### config.mk
export PLATFORM = sky130hd
export DESIGN_NAME = regfile_dump
export DESIGN_NICKNAME = d
export VERILOG_FILES = /design/src/rtl/regfile_dump.sv
export SDC_FILE = /design/constraint.sdc
export NUM_CORES = 1
export LEC_CHECK = 0
export BUFFER_PORTS_ARGS = -buffer_cell sky130_fd_sc_hd__buf_2
export CAP_MARGIN = 20
export CORE_UTILIZATION = 45
export CTS_CLUSTER_SIZE = 12
export DETAILED_ROUTE_END_ITERATION = 10
export HOLD_SLACK_MARGIN = 0.05
export PLACE_DENSITY = 0.84
export SYNTH_ARGS = -nofsm -noshare
export SYNTH_HDL_FRONTEND = slang
export SYNTH_SLANG_ARGS = --single-unit
### constraint.sdc
create_clock -name clk -period 3.4 [get_ports clk]
set_input_delay 0.17 -clock clk [delete_from_list [all_inputs] [get_ports clk]]
set_output_delay 0.17 -clock clk [all_outputs]
set_load 0.02 [all_outputs]
### src/rtl/regfile_dump.sv
// Streams a contiguous range of register-file entries out over valid/ready,
// reading through one asynchronous read port (one LOAD + one SEND per beat).
module regfile_dump #(
    parameter int unsigned FIRST_REG = 0,
    parameter int unsigned LAST_REG  = 31
) (
    input  logic        clk,
    input  logic        reset,
    input  logic        start,
    output logic [4:0]  ra,
    input  logic [63:0] rd,
    output logic        out_valid,
    input  logic        out_ready,
    output logic [4:0]  out_addr,
    output logic [63:0] out_data,
    output logic        out_last,
    output logic        busy,
    output logic        done
);

    localparam logic [4:0] FIRST = 5'(FIRST_REG);
    localparam logic [4:0] LAST  = 5'(LAST_REG);

    typedef enum logic [1:0] {
        S_IDLE,
        S_LOAD,
        S_SEND,
        S_DONE
    } state_t;

    state_t      state_q, state_d;
    logic [4:0]  idx_q, idx_d;
    logic        valid_q, valid_d;
    logic [4:0]  addr_q, addr_d;
    logic [63:0] data_q, data_d;
    logic        last_q, last_d;
    logic        accept;

    assign accept    = valid_q && out_ready;
    assign out_valid = valid_q;
    assign out_addr  = addr_q;
    assign out_data  = data_q;
    assign out_last  = last_q;

    always_ff @(posedge clk) begin
        if (reset) begin
            state_q <= S_IDLE;
            idx_q   <= FIRST;
            valid_q <= 1'b0;
            addr_q  <= '0;
            data_q  <= '0;
            last_q  <= 1'b0;
        end else begin
            state_q <= state_d;
            idx_q   <= idx_d;
            valid_q <= valid_d;
            addr_q  <= addr_d;
            data_q  <= data_d;
            last_q  <= last_d;
        end
    end

    always_comb begin
        state_d = state_q;
        idx_d   = idx_q;
        valid_d = valid_q;
        addr_d  = addr_q;
        data_d  = data_q;
        last_d  = last_q;
        ra      = idx_q;
        busy    = 1'b1;
        done    = 1'b0;

        case (state_q)
            S_IDLE: begin
                ra   = FIRST;
                busy = 1'b0;
                if (start) begin
                    idx_d   = FIRST;
                    state_d = S_LOAD;
                end
            end
            S_LOAD: begin
                data_d  = rd;
                addr_d  = idx_q;
                last_d  = (idx_q == LAST);
                valid_d = 1'b1;
                state_d = S_SEND;
            end
            S_SEND: begin
                if (accept) begin
                    valid_d = 1'b0;
                    // Increment is skipped on the last beat so LAST_REG=31 cannot wrap idx.
                    if (last_q) begin
                        state_d = S_DONE;
                    end else begin
                        idx_d   = idx_q + 5'd1;
                        state_d = S_LOAD;
                    end
                end
            end
            S_DONE: begin
                done    = 1'b1;
                state_d = S_IDLE;
            end
            default: begin
                state_d = S_IDLE;
            end
        endcase
    end

endmodule

==> summary.txt, run 1 <==
Run status
  • Status: complete, no violations

Worst setup path
  • Critical path class: register to register
  • Bufs and invs on worst path: 1
  • CP Capture Type: register
  • Worst path arrival time: 2.11 ns
  • Worst Path Required: 3.66 ns
  • Crit start category: register
  • CP peak stage delay: 0.71 ns
  • Critical-path maximum fanout: 36
  • Slowest CP cell: nor2b_4
  • Cells along the critical path: nor2b_4 -> buf_4 -> nand2_1 -> a21oi_1
  • Critical path's top delay family: simple AND/OR/NAND/NOR gates

Pwr
  • P_int: 1461 µW
  • Leak Pwr: 0.001770 µW
  • Psw: 493.4 µW
  • VDD IR-drop max: 0.0003440 V
  • Sw Share: 25.25%
  • Comb pwr share: 13.4%
  • Power Total: 1954 µW
  • Part of the power in the clock network: 36.5%
  • Cell Pwr Density: 508.2 mW/mm²
  • Reg power frac: 50.2%

Floorplan
  • Die area: 0.006685 mm²
  • Die W: 81.76 µm
  • Core ar.: 0.006026 mm²
  • Std cell rows: 28
  • Die height: 81.76 µm
  • Starting density of the core: 47.51%
  • I/O pin count: 146

Logic synthesis
  • Count leader, synth: nand2_1
  • Synth cell types: 25
  • Yosys top cell area share: 54.55%
  • Synth Instances: 358
  • Synth area leader: dfxtp_1
  • Synth top area cells: dfxtp_1 55%, nand2_1 18%, a21oi_1 13%, buf_2 3.0%, nor2b_1 1.7%
  • Avg Cell Area, Syn: 7.996 µm²
  • Top cells by count, synth: 140 x nand2_1, 78 x dfxtp_1, 75 x a21oi_1, 17 x buf_2, 9 x clkbuf_1
  • Mapped Nets: 428
  • Post-Syn Area: 0.002863 mm²
  • Post-synthesis sequential area ratio: 54.55%
  • Main flop type after synthesis: dfxtp_1
  • Synthesized flop and latch total: 78
  • Yosys warns: 0
  • Number of flops mapped to enable cells by yosys: 0
  • FFs w/ async S/R, synth: 0%

Run
  • Maxcap violations: 0

STA
  • Final Max Slew Viols: 0
  • Final Cycle Share: 54.28%
  • Hold Vio Cnt, Final: 0
  • Max-slew headroom at the worst pin: 37.75%
  • Period minus WS final: 1.846 ns
  • Final setup fails: 0
  • RSZ-0062 raised after global routing: no
  • Worst-margin pin slew: 0.9337 ns
  • Clock skew: 0.007431 ns
  • Setup TNS: 0 ns
  • Maximum clock rate: 0.5418 GHz

Placement
  • Placer congestion estimate: 0.8068
  • DP Area: 0.003611 mm²
  • Port bufs: 145
  • Detailed Place HPWL: 4.852 mm

Clock tree
  • Num CTS Buffers: 9
  • Clock sinks: 78
  • TritonCTS clock tree: built
  • Max Root-Sink Buffers: 2
  • Clock transition at path regs: 0.07 ns
  • H-tree depth: 3
  • CTS root buffer: clkbuf_8
  • Clk_lat worst skew: 0.33 ns
  • Post-CTS setup buffer count: 0

Detailed routing
  • First-pass iteration count of the detailed router: 4
  • Remaining DRCs: 0
  • Vias: 2869
  • Detailed-route wire length per cell: 12.15 µm
  • Drt total wl: 6.989 mm
  • Initial drt markers: 106
  • Vias per cell: 4.990
  • Final ANT Viol Nets: 0

Final layout
  • P&R area growth vs syn: 34.31%
  • Final Util: 63.81%
  • Layout cells sized above 1: 33.80%
  • Nets: 566
  • Final Cell Area: 0.003845 mm²
  • # diodes: 0

Global route
  • Overflow after GRT: 0
  • Largest net degree at the start of global routing: 51
  • First-pass GRT wire length: 10.60 mm
  • Initial antenna violation count: 0
  • Vias in the first global route: 2401
  • Overall Global Routing Usage: 20.81%

Min path
  • Worst hold-check path type: primary input to register
## final cells by class
type / instances / area (µm²)
Clock inverter: 4 / 72.57
Inverter: 2 / 7.507
Tap cell: 75 / 93.84
Sequential cell: 78 / 1562
Multi-Input combinational cell: 252 / 1185
Timing Repair Buffer: 153 / 793.3
Clock buffer: 11 / 131.4
Fill cell: 558 / 2181
## worst register-to-register path, delay by kind of cell (launching register included)
kind	cells	cell delay, ns
flip-flops	1	0.47
AND/OR/NAND/NOR	2	0.81
buffers and inverters	1	0.37
AO/OA/AOI/OAI	1	0.13
## placed cells by master (no fill, tap or decap), types with 3 or more instances in the layout
| cell type | count |
|---|---|
| dlygate4sd3_1 | 3 |
| nor2b_1 | 7 |
| nand2_1 | 140 |
| a21oi_1 | 75 |
| dfxtp_1 | 78 |
| buf_2 | 145 |
| clkbuf_8 | 9 |
| nor2_1 | 3 |
| o211ai_1 | 5 |
| buf_4 | 5 |
## path summary, 6_finish.rpt
kind,start,to,slack (ns),cells past startpoint
min,rd[12],out_data[12]$_SDFFE_PP0P_,0.07,3
max,state_q[0]$_SDFFE_PP0P_,out_data[48]$_SDFFE_PP0P_,1.55,4
min reg2reg,out_data[41]$_SDFFE_PP0P_,out_data[41]$_SDFFE_PP0P_,0.45,2
max reg2reg,state_q[0]$_SDFFE_PP0P_,out_data[48]$_SDFFE_PP0P_,1.55,4
## power by group through the flow
stage	logic [µW]	registers (µW)	clock network (µW)
after detailed placement	260	1000	0
after floorplan	113	1050	0
after global routing	288	985	784
after CTS	261	980	740
final	261	980	713
after global placement	257	999	0
## repair_timing
action,4_1_cts,5_1_grt
resized for setup,0,0
hold endpoints to repair,1,2
hold buffers,1,2
## per-layer routing
layer / global-route usage (%) / part of all wire [%]
met1: 22.85 / 42
met2: 37.19 / 51
met3: 4.333 / 5.1
met4: 11.23 / 1.9
met5: 0 / 0
## registers in the layout, indices dropped and copies added (netlist names)
register	cells
state_q	2
out_valid	1
out_last	1
idx_q	5
out_data	64
out_addr	5
## cell families (layout without fill, tap and decap cells)
kind of cell / after synthesis / count (layout) / share of synthesized area, %
flip-flops: 78 / 78 / 54.55
adder cells (fa/ha/maj): 2 / 2 / 0.8740
AND/OR/NAND/NOR: 164 / 164 / 24.30
AO/OA/AOI/OAI: 86 / 86 / 15.87
buffers and inverters: 28 / 170 / 4.414
## stage by stage
step / setup WS (ns) / hold WS, ns / cells
6_report: 1.554 / 0.06582 / 575
3_3_place_gp: 1.611 / 0.4093 / 557
2_1_floorplan: 2.042 / 0.2656 / 358
3_5_place_dp: 1.558 / 0.4151 / 557
5_1_grt: 1.344 / 0.05320 / 575
4_1_cts: 1.532 / 0.05008 / 573
Power figures use the tool's default switching activity.
==> inputs of run 2 (changes only) <==
Settings changed: ABC_AREA from default to 1, CORE_UTILIZATION 45 to 41, PLACE_DENSITY 0.84 to 0.81.
Clock period 3.4 ns to 1.55 ns, I/O delays scaled along.
==> run 2 against run 1 <==
Compared with the run above:
- area after synthesis increased by 0.48%
- total power up 140%
- largest power group unchanged
- critical endpoint is now idx_q[4]$_SDFFE_PP0P_
- wire length up 24%
- register-to-register slack got worse by 1.4 ns
- sequential power up 130%
- cell count grew 18%
- largest cell class unchanged
- first-iteration DRC count down 2.8%
==> summary.txt, run 2 <==
Detailed routing
  • Vias per cell: 4.763 (was 4.990)
  • Vias: 3234 (was 2869)
  • Drt total wl: 8.640 mm (was 6.989 mm)
  • Detailed-route wire length per cell: 12.72 µm (was 12.15 µm)
  • Final ANT Viol Nets: 0 (unchanged)
  • Remaining DRCs: 0 (unchanged)
  • First-pass iteration count of the detailed router: 4 (unchanged)
  • Initial drt markers: 103 (was 106)

Worst setup path
  • CP Capture Type: register (unchanged)
  • Critical path class: register to register (unchanged)
  • Worst path arrival time: 1.68 ns (was 2.11 ns)
  • Critical-path maximum fanout: 6 (was 36)
  • Worst Path Required: 1.82 ns (was 3.66 ns)
  • Reg2Reg Depth: 8 (was 4)
  • Crit start category: register (unchanged)

Logic synthesis
  • Post-Syn Area: 0.002877 mm² (was 0.002863 mm²)
  • Adder-Cell Fraction of Synth Area: 0.8699% (was 0.8741%)
  • Top cells by count, synth: 143 x nor2_1, 78 x dfxtp_1, 59 x o21ai_0, 17 x nand2_1 (was 140 x nand2_1, 78 x dfxtp_1, 75 x a21oi_1, 17 x buf_2, 9 x clkbuf_1)
  • Yosys warns: 0 (unchanged)
  • Yosys top cell area share: 54.28% (was 54.55%)
  • Number of flops mapped to enable cells by yosys: 0 (unchanged)
  • FFs w/ async S/R, synth: 0% (unchanged)
  • Largest family of logic cells by synthesized area: simple AND/OR/NAND/NOR gates (unchanged)
  • Synth top area cells: dfxtp_1 54%, nor2_1 19%, o21ai_0 10%, a21oi_1 2.4%, buf_6 2.3% (was dfxtp_1 55%, nand2_1 18%, a21oi_1 13%, buf_2 3.0%, nor2b_1 1.7%)
  • Synth cell types: 19 (was 25)
  • Post-synthesis mux area share: 0% (unchanged)
  • Synth area leader: dfxtp_1 (unchanged)
  • Main flop type after synthesis: dfxtp_1 (unchanged)
  • Synth Instances: 374 (was 358)
  • Synthesized flop and latch total: 78 (unchanged)
  • XOR/XNOR share of the synthesized area: 0% (unchanged)
  • Synth Area in Compound Gates: 14.83% (was 15.87%)
  • Post-synthesis sequential area ratio: 54.28% (was 54.55%)
  • Post-synthesis simple-gate area fraction: 22.97% (was 24.30%)
  • Count leader, synth: nor2_1 (was nand2_1)
  • Avg Cell Area, Syn: 7.691 µm² (was 7.996 µm²)
  • Mapped Nets: 444 (was 428)

Clock tree
  • Clock transition at path regs: 0.07 ns (about the same)
  • TritonCTS clock tree: built (unchanged)
  • H-tree depth: 3 (unchanged)
  • Num CTS Buffers: 9 (unchanged)
  • Clock sinks: 78 (unchanged)
  • Post-CTS Resized: 0 (unchanged)
  • CTS root buffer: clkbuf_8 (unchanged)
  • Max Root-Sink Buffers: 2 (unchanged)
  • Clk_lat worst skew: 0.34 ns (was 0.33 ns)

Pwr
  • Power Total: 4678 µW (was 1954 µW)
  • Reg power frac: 48.3% (was 50.2%)
  • Psw: 1365 µW (was 493.4 µW)
  • P_int: 3314 µW (was 1461 µW)
  • Part of the power in the clock network: 29.8% (was 36.5%)
  • Sw Share: 29.17% (was 25.25%)
  • Cell Pwr Density: 1044 mW/mm² (was 508.2 mW/mm²)
  • VDD IR-drop max: 0.0006428 V (was 0.0003440 V)
  • Comb pwr share: 21.9% (was 13.4%)
  • Leak Pwr: 0.002143 µW (was 0.001770 µW)

Global route
  • Initial antenna violation count: 0 (unchanged)
  • Met1 usage: 23.86% (was 22.85%)
  • First-pass GRT wire length: 13.57 mm (was 10.60 mm)
  • Vias in the first global route: 3096 (was 2401)
  • Met3 usage: 6.064% (was 4.333%)
  • GR Layer Usage met2: 44.44% (was 37.19%)
  • Overall Global Routing Usage: 23.70% (was 20.81%)
  • Overflow after GRT: 0 (unchanged)
  • GRT Max-Usage Layer: met2 (unchanged)
  • Largest net degree at the start of global routing: 46 (was 51)

Floorplan
  • Starting density of the core: 42.34% (was 47.51%)
  • Std cell rows: 30 (was 28)
  • Die area: 0.007355 mm² (was 0.006685 mm²)
  • Core ar.: 0.006794 mm² (was 0.006026 mm²)
  • Die W: 85.76 µm (was 81.76 µm)
  • Die height: 85.76 µm (was 81.76 µm)
  • I/O pin count: 146 (unchanged)

Final layout
  • P&R area growth vs syn: 55.81% (was 34.31%)
  • Nets: 650 (was 566)
  • # diodes: 0 (unchanged)
  • Layout cells sized above 1: 29.50% (was 33.80%)
  • Most common cell after layout, fill and taps aside: buf_2 (unchanged)
  • Max reg flops: 64 (unchanged)
  • Commonest non-fill, non-tap cells in the layout: 145 x buf_2, 143 x nor2_1, 78 x dfxtp_1 (was 145 x buf_2, 140 x nand2_1, 78 x dfxtp_1)

STA
  • Final Max Slew Viols: 0 (unchanged)
  • Period minus WS final: 1.417 ns (was 1.846 ns)
  • Setup TNS: 0 ns (unchanged)
  • Hold Vio Cnt, Final: 0 (unchanged)
  • RSZ-0062 raised after global routing: no (unchanged)
  • Post-route setup slack: 0.1331 ns (was 1.554 ns)
  • Worst-margin pin slew: 0.3836 ns (was 0.9337 ns)
  • Final setup fails: 0 (unchanged)
  • Maximum clock rate: 0.7058 GHz (was 0.5418 GHz)
  • Max-slew headroom at the worst pin: 74.43% (was 37.75%)
  • Final Cycle Share: 91.41% (was 54.28%)
  • Clock skew: 0.009272 ns (was 0.007431 ns)

Min path
  • Worst hold-check path type: primary input to register (unchanged)
  • Hold Crit Depth: 4 (was 3)

Placement
  • Pre-CTS setup slack: 0.1683 ns (was 1.558 ns)
  • Port bufs: 145 (unchanged)
  • Placer congestion estimate: 0.8905 (was 0.8068)
  • Detailed Place HPWL: 4.926 mm (was 4.852 mm)

Run status
  • Status: complete, no violations (unchanged)

Run
  • Maxcap violations: 0 (unchanged)
==> run 2: area by class of cell <==
cell class	instances	area, µm²
multi-input cells	257	1112
fillers	560	2312
repair buffers	218	1451
clock inverters	5	52.55
flip-flops and latches	78	1562
clock buffers	9	123.9
well taps	96	120.1
inverters	16	60.06
==> run 2: worst paths after layout <==
kind / from / end / slack (ns)
max: idx_q[0]$_SDFFE_PP0P_ / idx_q[4]$_SDFFE_PP0P_ / 0.13
min reg2reg: out_data[10]$_SDFFE_PP0P_ / out_data[10]$_SDFFE_PP0P_ / 0.48
max reg2reg: idx_q[0]$_SDFFE_PP0P_ / idx_q[4]$_SDFFE_PP0P_ / 0.13
min: out_ready / state_q[1]$_SDFFE_PP0P_ / 0.10
==> run 2: kinds of logic after synthesis <==
family | count (synthesis)
AO/OA/AOI/OAI | 85
adder cells (fa/ha/maj) | 2
buffers and inverters | 39
flip-flops | 78
AND/OR/NAND/NOR | 170
==> run 2: routing by layer <==
| metal | up-vias | wire length, µm |
|---|---|---|
| met5 | - | 0 |
| li1 | 1601 | - |
| met3 | 30 | 492 |
| met4 | 0 | 271 |
| met1 | 1467 | 3186 |
| met2 | 136 | 4689 |
==> run 2: timing repair <==
action	in CTS	in global routing
hold endpoints to repair	71	0
setup buffers	0	0
hold buffers	66	0
==> run 2: per-stage QoR <==
stage	instances	instance area, µm²	hold WS [ns]	utilization (%)
5_1_grt	679	4482	0.1116	65.97
2_1_floorplan	374	2877	0.2249	-
4_1_cts	679	4482	0.08870	65.97
6_report	679	4482	0.1041	65.97
3_5_place_dp	599	3645	0.3185	53.65
3_3_place_gp	599	3645	0.3126	53.65
==> run 2: power by group through the flow <==
| stage | Sequential (µW) | Clock, µW | Combinational (µW) |
|---|---|---|---|
| after floorplan | 2490 | 0 | 380 |
| after global placement | 2290 | 0 | 861 |
| final | 2260 | 1390 | 1030 |
| after global routing | 2280 | 1520 | 1130 |
| after CTS | 2260 | 1440 | 1010 |
| after detailed placement | 2300 | 0 | 881 |
==> run 2: critical path: stages (launching register included) <==
cell     delay [ns]
dfxtp_1        0.37
ha_1           0.24
nand2_1        0.09
nor2_1         0.05
ha_1           0.27
inv_1          0.03
nor2_1         0.09
nand3_1        0.08
a21oi_1        0.14
==> inputs of run 3 (changes only) <==
Settings changed: CORE_UTILIZATION 41 to 38, PLACE_DENSITY 0.81 to 0.76.
==> run 3 against run 2 <==
Compared with the run above:
- register-to-register slack hardly changed
- die area grew 7.7%
- critical endpoint unchanged
- sequential cell count is the same
==> summary.txt, run 3 (same netlist as run 2, synthesis figures left out) <==
Run status
  • Status: complete, no violations (unchanged)

Clock tree
  • TritonCTS clock tree: built (unchanged)
  • Max Root-Sink Buffers: 2 (unchanged)
  • H-tree depth: 3 (unchanged)
  • Clock transition at path regs: 0.07 ns (about the same)
  • CTS Hold Bufs: 66 (unchanged)
  • Post-CTS Resized: 0 (unchanged)
  • Clk_lat worst skew: 0.34 ns (about the same)
  • Num CTS Buffers: 9 (unchanged)
  • CTS root buffer: clkbuf_8 (unchanged)
  • Clock sinks: 78 (unchanged)
  • Post-CTS setup buffer count: 0 (unchanged)

Floorplan
  • I/O pin count: 146 (unchanged)
  • Die area: 0.007922 mm² (was 0.007355 mm²)
  • Core ar.: 0.007292 mm² (was 0.006794 mm²)
  • Die W: 89.01 µm (was 85.76 µm)
  • Starting density of the core: 39.45% (was 42.34%)
  • Std cell rows: 31 (was 30)
  • Die height: 89.01 µm (was 85.76 µm)

Global route
  • Initial antenna violation count: 0 (unchanged)
  • Largest net degree at the start of global routing: 42 (was 46)
  • First-pass GRT wire length: 12.68 mm (was 13.57 mm)
  • Overflow after GRT: 0 (unchanged)
  • Overall Global Routing Usage: 20.92% (was 23.70%)
  • Vias in the first global route: 2964 (was 3096)

STA
  • Max-slew headroom at the worst pin: 76.54% (was 74.43%)
  • Post-route setup slack: 0.1405 ns (was 0.1331 ns)
  • Final Max Slew Viols: 0 (unchanged)
  • Final Cycle Share: 90.94% (was 91.41%)
  • Clock skew: 0.004928 ns (was 0.009272 ns)
  • Hold Vio Cnt, Final: 0 (unchanged)
  • Final hold slack: 0.1199 ns (was 0.1041 ns)
  • Maximum clock rate: 0.7095 GHz (was 0.7058 GHz)
  • Period minus WS final: 1.410 ns (was 1.417 ns)
  • Final setup fails: 0 (unchanged)
  • Worst-margin pin slew: 0.3520 ns (was 0.3836 ns)
  • Setup TNS: 0 ns (unchanged)
  • RSZ-0062 raised after global routing: no (unchanged)

Worst setup path
  • Worst path arrival time: 1.68 ns (about the same)
  • Critical path's top delay family: adder cells (unchanged)
  • Bufs and invs on worst path: 1 (unchanged)
  • Cells along the critical path: ha_1 -> nand2_1 -> nor2_1 -> ha_1 -> inv_1 -> nor2_1 -> nand3_1 -> a21oi_1 (unchanged)
  • Crit start category: register (unchanged)
  • CP Capture Type: register (unchanged)
  • Critical path class: register to register (unchanged)
  • CP peak stage delay: 0.37 ns (about the same)
  • Slowest CP cell: dfxtp_1 (unchanged)
  • Critical-path maximum fanout: 6 (unchanged)
  • Worst Path Required: 1.83 ns (was 1.82 ns)

Placement
  • Pre-CTS setup slack: 0.1610 ns (was 0.1683 ns)
  • Placer congestion estimate: 0.8568 (was 0.8905)
  • Port bufs: 145 (unchanged)
  • Detailed Place HPWL: 5.168 mm (was 4.926 mm)

Pwr
  • VDD IR-drop max: 0.0004978 V (was 0.0006428 V)
  • Power Total: 4928 µW (was 4678 µW)
  • Leak Pwr: 0.002163 µW (was 0.002143 µW)
  • Cell Pwr Density: 1089 mW/mm² (was 1044 mW/mm²)

Detailed routing
  • Detailed-route wire length per cell: 12.58 µm (was 12.72 µm)
  • Vias: 3171 (was 3234)
  • Final ANT Viol Nets: 0 (unchanged)
  • First-pass iteration count of the detailed router: 4 (unchanged)
  • Vias per cell: 4.636 (was 4.763)
  • Remaining DRCs: 0 (unchanged)
  • Initial drt markers: 141 (was 103)
  • Drt total wl: 8.604 mm (was 8.640 mm)

Final layout
  • P&R area growth vs syn: 57.29% (was 55.81%)
  • Max reg flops: 64 (unchanged)
  • Most common cell after layout, fill and taps aside: buf_2 (unchanged)
  • Layout cells sized above 1: 29.40% (was 29.50%)
  • Commonest non-fill, non-tap cells in the layout: 145 x buf_2, 143 x nor2_1, 78 x dfxtp_1 (unchanged)
  • Fill count: 652 (was 560)
  • Nets: 650 (unchanged)
  • # diodes: 0 (unchanged)

Min path
  • Worst hold-check path type: primary input to register (unchanged)

Run
  • Maxcap violations: 0 (unchanged)
[run 3: cell types whose count changed in the layout (fill, tap and decap cells not counted)]
cell | previous run | this run
clkbuf_1 | 0 | 2
bufinv_16 | 1 | 2
clkbuf_8 | 9 | 10
clkinv_2 | 3 | 2
clkinvlp_4 | 1 | 0
[run 3: layout make-up]
class	instances	area [µm²]	area share [%]
Inverter	16	60.06	1.327
Timing Repair Buffer	218	1451	32.08
Clock inverter	4	70.07	1.549
Tap cell	99	123.9	2.738
Clock buffer	12	145.1	3.208
Sequential cell	78	1562	34.51
Multi-Input combinational cell	257	1112	24.59
[run 3: path summary, 6_finish.rpt]
check	from	slack, ns	to	depth (start not counted)
min reg2reg	out_data[16]$_SDFFE_PP0P_	0.48	out_data[16]$_SDFFE_PP0P_	2
max reg2reg	idx_q[0]$_SDFFE_PP0P_	0.14	idx_q[4]$_SDFFE_PP0P_	8
min	out_ready	0.12	state_q[1]$_SDFFE_PP0P_	4
max	idx_q[0]$_SDFFE_PP0P_	0.14	idx_q[4]$_SDFFE_PP0P_	8
[run 3: report_power, final]
group	internal (µW)	switching [µW]
clock network	948	698
registers	2170	87.7
logic	426	599
[run 3: layer usage]
layer | track usage, % | part of all wire [%]
met1 | 20.68 | 39
met2 | 40.28 | 52
met3 | 4.709 | 6.2
met4 | 11.54 | 2.9
met5 | 0 | 0
[run 3: per-stage QoR]
stage / util [%] / area, µm² / std cells
2_1_floorplan: - / 2877 / 374
5_1_grt: 62.05 / 4524 / 684
6_report: 62.05 / 4524 / 684
3_3_place_gp: 50.03 / 3649 / 602
3_5_place_dp: 50.03 / 3649 / 602
4_1_cts: 62.05 / 4524 / 684
[run 3: worst min-delay path: cells and delay by family]
| family | cells | cell delay [ns] |
|---|---|---|
| and+or+nand+nor | 2 | 0.17 |
| buffers and inverters | 1 | 0.07 |
| AOI/OAI and AO/OA | 1 | 0.09 |
